==> src/rtl/i2c_apb_pkg.sv <==
// Shared register map, STATUS and CMD bit positions for the I2C APB register file.
package i2c_apb_pkg;

  localparam logic [7:0] ADDR_PRESCALE   = 8'h00;
  localparam logic [7:0] ADDR_CMD        = 8'h04;
  localparam logic [7:0] ADDR_SLAVE_ADDR = 8'h08;
  localparam logic [7:0] ADDR_TX_DATA    = 8'h0C;
  localparam logic [7:0] ADDR_RX_DATA    = 8'h10;
  localparam logic [7:0] ADDR_STATUS     = 8'h14;

  localparam int unsigned ST_TX_EMPTY = 0;
  localparam int unsigned ST_TX_FULL  = 1;
  localparam int unsigned ST_RX_EMPTY = 2;
  localparam int unsigned ST_RX_FULL  = 3;
  localparam int unsigned ST_TX_OVF   = 4;
  localparam int unsigned ST_RX_OVF   = 5;
  localparam int unsigned ST_RX_UDF   = 6;

  localparam int unsigned CMD_EN     = 0;
  localparam int unsigned CMD_RSTART = 1;

  typedef struct packed {
    logic tx_ovf;
    logic rx_ovf;
    logic rx_udf;
  } sticky_t;

endpackage

==> src/rtl/i2c_sync_fifo.sv <==
// Synchronous show-ahead FIFO; pointers carry an extra wrap bit to tell full from empty.
module i2c_sync_fifo #(
  parameter int unsigned DATA_WIDTH = 8,
  parameter int unsigned FIFO_DEPTH = 16
) (
  input  logic                  core_clk,
  input  logic                  rst,
  input  logic                  push,
  input  logic                  pop,
  input  logic [DATA_WIDTH-1:0] wdata,
  output logic [DATA_WIDTH-1:0] rdata,
  output logic                  full,
  output logic                  empty,
  output logic                  overflow
);

  localparam int unsigned AW = $clog2(FIFO_DEPTH);
  localparam logic [AW:0] PTR_ONE = 1;

  logic [AW:0]           wptr_q, rptr_q;
  logic [DATA_WIDTH-1:0] mem_q [FIFO_DEPTH];
  logic                  do_push, do_pop;

  always_comb begin
    empty    = (wptr_q == rptr_q);
    full     = (wptr_q[AW] != rptr_q[AW]) && (wptr_q[AW-1:0] == rptr_q[AW-1:0]);
    do_pop   = pop & ~empty;
    // A pop in the same cycle frees the slot, so a push on full still lands.
    do_push  = push & (~full | do_pop);
    overflow = push & full & ~do_pop;
    rdata    = empty ? '0 : mem_q[rptr_q[AW-1:0]];
  end

  always_ff @(posedge core_clk) begin
    if (rst) begin
      wptr_q <= '0;
      rptr_q <= '0;
    end else begin
      if (do_push) wptr_q <= wptr_q + PTR_ONE;
      if (do_pop)  rptr_q <= rptr_q + PTR_ONE;
    end
  end

  always_ff @(posedge core_clk) begin
    if (do_push) mem_q[wptr_q[AW-1:0]] <= wdata;
  end

endmodule

==> src/rtl/i2c_apb_regfile.sv <==
// APB register file feeding the I2C controller: config registers, TX/RX byte FIFOs, status.
module i2c_apb_regfile
  import i2c_apb_pkg::*;
#(
  parameter int unsigned          FIFO_DEPTH   = 16,
  parameter int unsigned          DATA_WIDTH   = 8,
  parameter logic [DATA_WIDTH-1:0] PRESCALE_RST = 8'd50
) (
  input  logic                  core_clk,
  input  logic                  rst,
  input  logic                  psel,
  input  logic                  penable,
  input  logic                  pwrite,
  input  logic [7:0]            paddr,
  input  logic [DATA_WIDTH-1:0] pwdata,
  output logic [DATA_WIDTH-1:0] prdata,
  output logic                  pready,
  output logic                  pslverr,
  output logic [DATA_WIDTH-1:0] prescale,
  output logic                  enable,
  output logic                  repeated_start_cond,
  output logic [DATA_WIDTH-1:0] slave_address,
  output logic [DATA_WIDTH-1:0] data_in,
  input  logic                  fifo_tx_enable,
  input  logic                  fifo_rx_enable,
  input  logic [DATA_WIDTH-1:0] rx_data,
  output logic                  tx_empty,
  output logic                  rx_full
);

  logic [DATA_WIDTH-1:0] prescale_q, slave_q;
  logic [1:0]            cmd_q;
  sticky_t               sticky_q, sticky_d;
  logic                  tx_en_q, rx_en_q;

  logic                  access, err, wr_en, rd_en, wr_status;
  logic                  tx_push, tx_pop, tx_full, tx_fifo_ovf, tx_ovf_set;
  logic                  rx_push, rx_pop, rx_empty, rx_fifo_ovf, rx_udf_set;
  logic [DATA_WIDTH-1:0] rx_head, status, rdata;

  assign access  = psel & penable;
  assign tx_pop  = fifo_tx_enable & ~tx_en_q;
  assign rx_push = fifo_rx_enable & ~rx_en_q;

  always_comb begin
    status              = '0;
    status[ST_TX_EMPTY] = tx_empty;
    status[ST_TX_FULL]  = tx_full;
    status[ST_RX_EMPTY] = rx_empty;
    status[ST_RX_FULL]  = rx_full;
    status[ST_TX_OVF]   = sticky_q.tx_ovf;
    status[ST_RX_OVF]   = sticky_q.rx_ovf;
    status[ST_RX_UDF]   = sticky_q.rx_udf;
  end

  always_comb begin
    rdata = '0;
    err   = 1'b0;
    case (paddr)
      ADDR_PRESCALE:   rdata = prescale_q;
      ADDR_CMD:        rdata = {{(DATA_WIDTH-2){1'b0}}, cmd_q};
      ADDR_SLAVE_ADDR: rdata = slave_q;
      ADDR_TX_DATA:    err   = ~pwrite | tx_full;
      ADDR_RX_DATA: begin
        err = pwrite | rx_empty;
        if (!pwrite) rdata = rx_head;
      end
      ADDR_STATUS:     rdata = status;
      default:         err   = 1'b1;
    endcase
  end

  // Error accesses only ever touch the sticky flag they raise.
  assign wr_en      = access & pwrite & ~err;
  assign rd_en      = access & ~pwrite & ~err;
  assign wr_status  = wr_en & (paddr == ADDR_STATUS);
  assign tx_push    = wr_en & (paddr == ADDR_TX_DATA);
  assign rx_pop     = rd_en & (paddr == ADDR_RX_DATA);
  assign tx_ovf_set = access & pwrite & (paddr == ADDR_TX_DATA) & tx_full;
  assign rx_udf_set = access & ~pwrite & (paddr == ADDR_RX_DATA) & rx_empty;

  always_comb begin
    sticky_d.tx_ovf = (sticky_q.tx_ovf & ~(wr_status & pwdata[ST_TX_OVF])) | tx_ovf_set
                      | tx_fifo_ovf;
    sticky_d.rx_ovf = (sticky_q.rx_ovf & ~(wr_status & pwdata[ST_RX_OVF])) | rx_fifo_ovf;
    sticky_d.rx_udf = (sticky_q.rx_udf & ~(wr_status & pwdata[ST_RX_UDF])) | rx_udf_set;
  end

  always_ff @(posedge core_clk) begin
    if (rst) begin
      prescale_q <= PRESCALE_RST;
      cmd_q      <= '0;
      slave_q    <= '0;
      sticky_q   <= '0;
      tx_en_q    <= 1'b0;
      rx_en_q    <= 1'b0;
    end else begin
      tx_en_q  <= fifo_tx_enable;
      rx_en_q  <= fifo_rx_enable;
      sticky_q <= sticky_d;
      if (wr_en && paddr == ADDR_PRESCALE)   prescale_q <= pwdata;
      if (wr_en && paddr == ADDR_CMD)        cmd_q      <= pwdata[1:0];
      if (wr_en && paddr == ADDR_SLAVE_ADDR) slave_q    <= pwdata;
    end
  end

  i2c_sync_fifo #(
    .DATA_WIDTH(DATA_WIDTH),
    .FIFO_DEPTH(FIFO_DEPTH)
  ) u_tx_fifo (
    .core_clk(core_clk),
    .rst     (rst),
    .push    (tx_push),
    .pop     (tx_pop),
    .wdata   (pwdata),
    .rdata   (data_in),
    .full    (tx_full),
    .empty   (tx_empty),
    .overflow(tx_fifo_ovf)
  );

  i2c_sync_fifo #(
    .DATA_WIDTH(DATA_WIDTH),
    .FIFO_DEPTH(FIFO_DEPTH)
  ) u_rx_fifo (
    .core_clk(core_clk),
    .rst     (rst),
    .push    (rx_push),
    .pop     (rx_pop),
    .wdata   (rx_data),
    .rdata   (rx_head),
    .full    (rx_full),
    .empty   (rx_empty),
    .overflow(rx_fifo_ovf)
  );

  assign prdata              = rdata;
  assign pready              = 1'b1;
  assign pslverr             = access & err;
  assign prescale            = prescale_q;
  assign enable              = cmd_q[CMD_EN];
  assign repeated_start_cond = cmd_q[CMD_RSTART];
  assign slave_address       = slave_q;

endmodule

==> config.mk <==
export PLATFORM = sky130hd
export DESIGN_NAME = i2c_apb_regfile
export DESIGN_NICKNAME = d
export VERILOG_FILES = /design/src/rtl/i2c_apb_pkg.sv /design/src/rtl/i2c_sync_fifo.sv /design/src/rtl/i2c_apb_regfile.sv
export SDC_FILE = /design/constraint.sdc
export NUM_CORES = 1
export LEC_CHECK = 0
export CAP_MARGIN = 20
export CORE_MARGIN = 3
export CORE_UTILIZATION = 33
export CTS_BUF_LIST = sky130_fd_sc_hd__clkbuf_8
export CTS_CLUSTER_SIZE = 20
export DETAILED_ROUTE_END_ITERATION = 10
export GPL_TIMING_DRIVEN = 1
export HOLD_SLACK_MARGIN = 0.03
export RECOVER_POWER = 25
export SLEW_MARGIN = 40
export SYNTH_ARGS = -nofsm -noshare
export SYNTH_HDL_FRONTEND = slang
export SYNTH_SLANG_ARGS = --single-unit
==> constraint.sdc <==
create_clock -name core_clk -period 3.34 [get_ports core_clk]
set_clock_uncertainty 0.05 [all_clocks]
set_input_delay 0.668 -clock core_clk [delete_from_list [all_inputs] [get_ports core_clk]]
set_output_delay 0.668 -clock core_clk [all_outputs]
set_load 0.02 [all_outputs]
# == Yosys cells after proc, flatten, opt, wreduce, memory -nomap -nowiden ==
# Memories as Yosys holds them, arrays and structs flattened. A register that Yosys moved wholly into a read port is not among the register bits.
# Cells that the tools add are included.
# word_totals
reg_bits,43
ramBits,256
input_bits,31
out_inout_bits,38
word_cells,99
mem_count,2
# op_classes
n_addsub,4
eq_ne,11
n_mux,13
bitwise,50
reduce_logical,7
# memory_table
memory,words,width,rd,rd_ports_with_merged_regs,wr,line,text
u_rx_fifo.mem_q,16,8,1,1,1,i2c_sync_fifo.sv:21,logic [DATA_WIDTH-1:0] mem_q [FIFO_DEPTH];
u_tx_fifo.mem_q,16,8,1,1,1,i2c_sync_fifo.sv:21,
# op_table
operator,n
case mux 8 bit (5 select lines),1
bitwise AND 1 bit,29
2-to-1 mux 8 bit,3
adder 5 x 1 -> 5 bit (second input constant),4
== test 8 x 4 -> 1 bit (second input constant),2
== test 8 x 5 -> 1 bit (second input constant),2
2-to-1 mux 4 bit,4
inverter 1 bit,13
== test 5 bit,2
== test 4 bit,2
== test 8 x 3 -> 1 bit (second input constant),1
zero test 8 bit,1
bitwise OR 1 bit,8
logical AND 1 bit,5
2-to-1 mux 1 bit,4
OR reduction 4 bit,1
case mux 1 bit (3 select lines),1
!= test 1 bit,2

# == Logic depth before layout (Yosys ltp) ==
# logic_depth
word_depth,12
mapped_depth,7
mapped_depth_nobuf,5

# == Cells and area by module ==
# A second synthesis with hierarchy kept.
# hier_totals
cells_unflattened,748
area_unflattened_um2,12690.9
# by_module_without_submodules
module,n_inst,cells_per_inst,area_per_inst_um2,seq_area_each_um2
i2c_sync_fifo,2,288,5625.4,4124.0
i2c_apb_regfile,1,172,1440.1,460.4

# == Least setup slack after synthesis ==
# No wires, ideal clock.
# synth_timing
kind,in2reg
startpoint,input port paddr[0]
endpoint,memory u_tx_fifo.mem_q[7][0] (enable)
setup_ps,385
t_arrival_ps,2936
required_ps,2905
slack_ps,-31
cell_stages,6
n_path_buf,2
path_cell_list,or4_4 buf_6 or3_1 buf_6 a2111o_1 nor3b_1
# synth_via
elab_chain_len,9
elab_cells_between_ends,14
cone_classes,eq/ne: 5; mux: 3; bitwise: 4; reduce/logical: 2
# synth_lines
element,line,text
from (decl),i2c_apb_regfile.sv:14,"input logic [7:0] paddr,"
"== test 8 x 5 -> 1 bit, or another cell as far along",i2c_apb_regfile.sv:59,case (paddr)
OR reduction 4 bit (no line),n/a,
case mux 1 bit (3 select lines),i2c_apb_regfile.sv:59,
inverter 1 bit,i2c_apb_regfile.sv:74,assign wr_en = access & pwrite & ~err;
bitwise AND 1 bit,i2c_apb_regfile.sv:74,
bitwise AND 1 bit (*),i2c_apb_regfile.sv:77,assign tx_push = wr_en & (paddr == ADDR_TX_DATA);
bitwise AND 1 bit (*),i2c_sync_fifo.sv:29,do_push = push & (~full | do_pop);
2-to-1 mux 1 bit (*),i2c_sync_fifo.sv:45,if (do_push) mem_q[wptr_q[AW-1:0]] <= wdata;
2-to-1 mux 1 bit (not written as such) (*),i2c_sync_fifo.sv:45,
to (decl),i2c_sync_fifo.sv:21,
# Mark *: on every way between the ends. The rest lies on a longest branch, timed or not.

==> flow_summary.toml <==
[place]
post-dp-hpwl_um = 19900
place.gp.congestion = 0.776
dp_slack_ns = -0.632
io_buffers = 67
dpl_cell_area_um2 = 14600
dp_cells = 1342

[logic_synthesis]
netlist_top_cells_count = "256 x edfxtp_1, 72 x mux4_2, 51 x dfxtp_1, 36 x nor2_1, 33 x nand2_1"
syn_nets = 759
syn-cell-area_um2 = 12400
synthArstFlopShare = 0
yosysTopAreaCell = "edfxtp_1"
yosysWarningCount = 0
synth_area_leaders = "edfxtp_1 62%, mux4_2 13%, dfxtp_1 8.2%"
synth_area_per_cell_um2 = 17.3
yosysMostFrequentCell = "edfxtp_1"
synth_flop_cell = "edfxtp_1"
ys_seq_area_frac = 0.702
synth_cells = 718
synth_edf_count = 256
synth_cell_types = 57
synth-seq-cells = 307
synth_top_area_frac = 0.620

[critical_path]
arrival_ns = 2.62
crit_path_max_fanout = 5
cpPeakStageDelay_ns = 0.52
worstSetupStartpointType = "flip-flop"
cp_cell_sequence = "buf_4 -> buf_16 -> mux4_2 -> a22oi_2 -> buf_4 -> a21oi_1 -> a221o_1 -> buf_4"
path_common_cell = "buf_4"
crit_path_end_kind = "output pin"
r2r_slack_ns = 1.10
crit_type = "flip-flop to output pin"
cp.required_ns = 2.62
r2r_end = "u_tx_fifo.mem_q[3][2]"
cpMaxStageDelayCell = "mux4_2"
worstReg2RegStart = "u_tx_fifo.wptr_q[1]"
ff2ff_path_depth = 6

[drt]
ant_nets = 0
drc = 0
via_per_inst = 4.99
wl_per_cell_um = 20.6
wirelength_um = 30100
vias = 7277
first_pass_iters = 5
drtIter0Drc = 559

[global_route]
grt_max_degree = 35
top_usage_layer = "met2"
grt_pass1_vias = 7379
gr-usage-met2 = 0.246
antenna_found_initial = 1
track_usage = 0.152
grt_use_met1 = 0.211
met3_usage = 0.0282
grt_pass1_wl_um = 45400
overflow = 0

[die]
rows = 70
die-height_um = 200
initial_core_util = 0.336
die_x_um = 200
core_area_um2 = 36900
dieArea_um2 = 40000
top_level_ports = 69

[clocking]
clockBufferDepth = 3
insertion_delay_ns = 0.59
clock_sinks = 307
path_clk_slew_ns = 0.06
cts_made_buffers = 50
cts_tree = "yes"
cts_max_level = 2
cts_root_buf = "clkbuf_8"

[finish]
seq_area_um2 = 8720
fin_area_um2 = 16000
syn2layout_area_growth_pct = 28.6
post-route-util = 0.433
drive_gt1_frac = 0.320
final.fill_count = 3261
nets = 957
multiInputGateArea_um2 = 3690
finalNonFillerCells = 1459

[timing]
hold_viol = 0
slew_headroom = -0.0864
max_freq_mhz = 300
finalCriticalPeriod_ns = 3.34
finalMaxSlewViolations = 35
rsz0062_at_grt = "true"
whs_ns = 0.423
setup_viol = 0
layout_setup_ws_ns = 0.00169
worst_slew_pin_slew_ns = 1.63
period_share = 0.999

[worst_hold_path]
min_path_cells = 2
min_to = "status[4]"
hp-class = "flip-flop to flip-flop"
min_from = "status[4]"

[run_status]
violations = "capacitance limit, slew limit"
status = "complete, but fails checks"

[power]
ir_drop_v = 0.000287
static-leakage-power_nw = 5.40
power_density_nw_per_um2 = 458

[flow_run]
drv_cap = 1
==> through the flow <==
stage	TNS (ns)	power, W
after floorplan	0	0.00433
after global placement	-10.17	0.00448
after global routing	-0.387	0.00759
after detailed placement	-9.93	0.00448
after CTS	-0.378	0.00738
final	0	0.00730
==> report_power, final <==
part           internal [W]  switching (W)  leakage [nW]
clock               0.00147        0.00143         0.525
sequential          0.00416     0.00000504          2.72
combinational     0.0000906       0.000142          2.15
==> how the worst max path moves through the flow <==
stage,endpoint,from,slack [ns]
after CTS,prdata[5],flip-flop,-0.15
after global routing,prdata[5],flip-flop,-0.09
after detailed placement,prdata[4],paddr[2],-0.63
after floorplan,u_tx_fifo.mem_q[3][0],paddr[0],0.04
after global placement,prdata[2],paddr[0],-0.62
final,prdata[4],flip-flop,0.002
==> cell usage in the layout, fill, tap and decap left out, drive strengths merged, types with 12 or more instances in the layout <==
master / Yosys / final
buf: 14 / 129
xnor2: 13 / 13
nor2b: 23 / 23
a21oi: 25 / 25
mux2i: 12 / 12
dfxtp: 51 / 51
and3: 25 / 25
nor2: 36 / 36
clkinv: 0 / 16
mux4: 72 / 72
clkdlybuf4s50: 0 / 31
edfxtp: 256 / 256
nand2: 33 / 33
nand3: 23 / 23
clkbuf: 24 / 59
a22oi: 14 / 14
inv: 7 / 27
==> cell type report <==
type,count,area share
flip-flops and latches,307,0.547
multi-input cells,366,0.232
repair buffers,184,0.125
clock buffers,53,0.0457
well taps,504,0.0395
clock inverters,37,0.0100
inverters,7,0.00165
diodes,1,0.000157
==> metal layers <==
metal  share of wire  wire (um)
met5               0          0
met2            0.48      14500
met3           0.057       1710
met4           0.019        583
met1            0.44      13300
==> cell families (layout without fill, tap and decap cells) <==
family | after synthesis | in the layout | synth area share
mux | 87 | 87 | 0.143
xor+xnor | 23 | 23 | 0.0162
fa+ha+maj | 10 | 10 | 0.0101
buf+inv | 45 | 281 | 0.0151
compound gates | 72 | 72 | 0.0398
simple gates | 173 | 173 | 0.0733
flops | 307 | 307 | 0.702
other cells | 1 | 2 | 0.000302
==> worst max-delay path: cells and delay by family, from the launching register on <==
| kind | cells | cell delay [ns] |
|---|---|---|
| AOI/OAI and AO/OA | 3 | 0.52 |
| buffers and inverters | 4 | 0.64 |
| DFF | 1 | 0.37 |
| muxes | 1 | 0.52 |
==> flip-flops by register name, summed over array words and instances, names as in the netlist, named ones only <==
register          count
prescale              8
u_rx_fifo.mem_q     128
u_rx_fifo.rptr_q      5
tx_en_q               1
cmd_q                 2
status                3
rx_en_q               1
u_rx_fifo.wptr_q      5
u_tx_fifo.wptr_q      5
u_tx_fifo.mem_q     128
u_tx_fifo.rptr_q      5
slave_address         8
==> repair_timing <==
action | 4_1_cts | 5_1_grt
setup endpoints to repair | 18 | 17
resized for setup | 109 | 44
hold endpoints to repair | 0 | 0
hold buffers | 0 | 0
pin swaps | 5 | 10
setup buffers | 19 | 6
gates cloned | 1 | 1
Note: power is estimated with default switching activity, not from simulation.
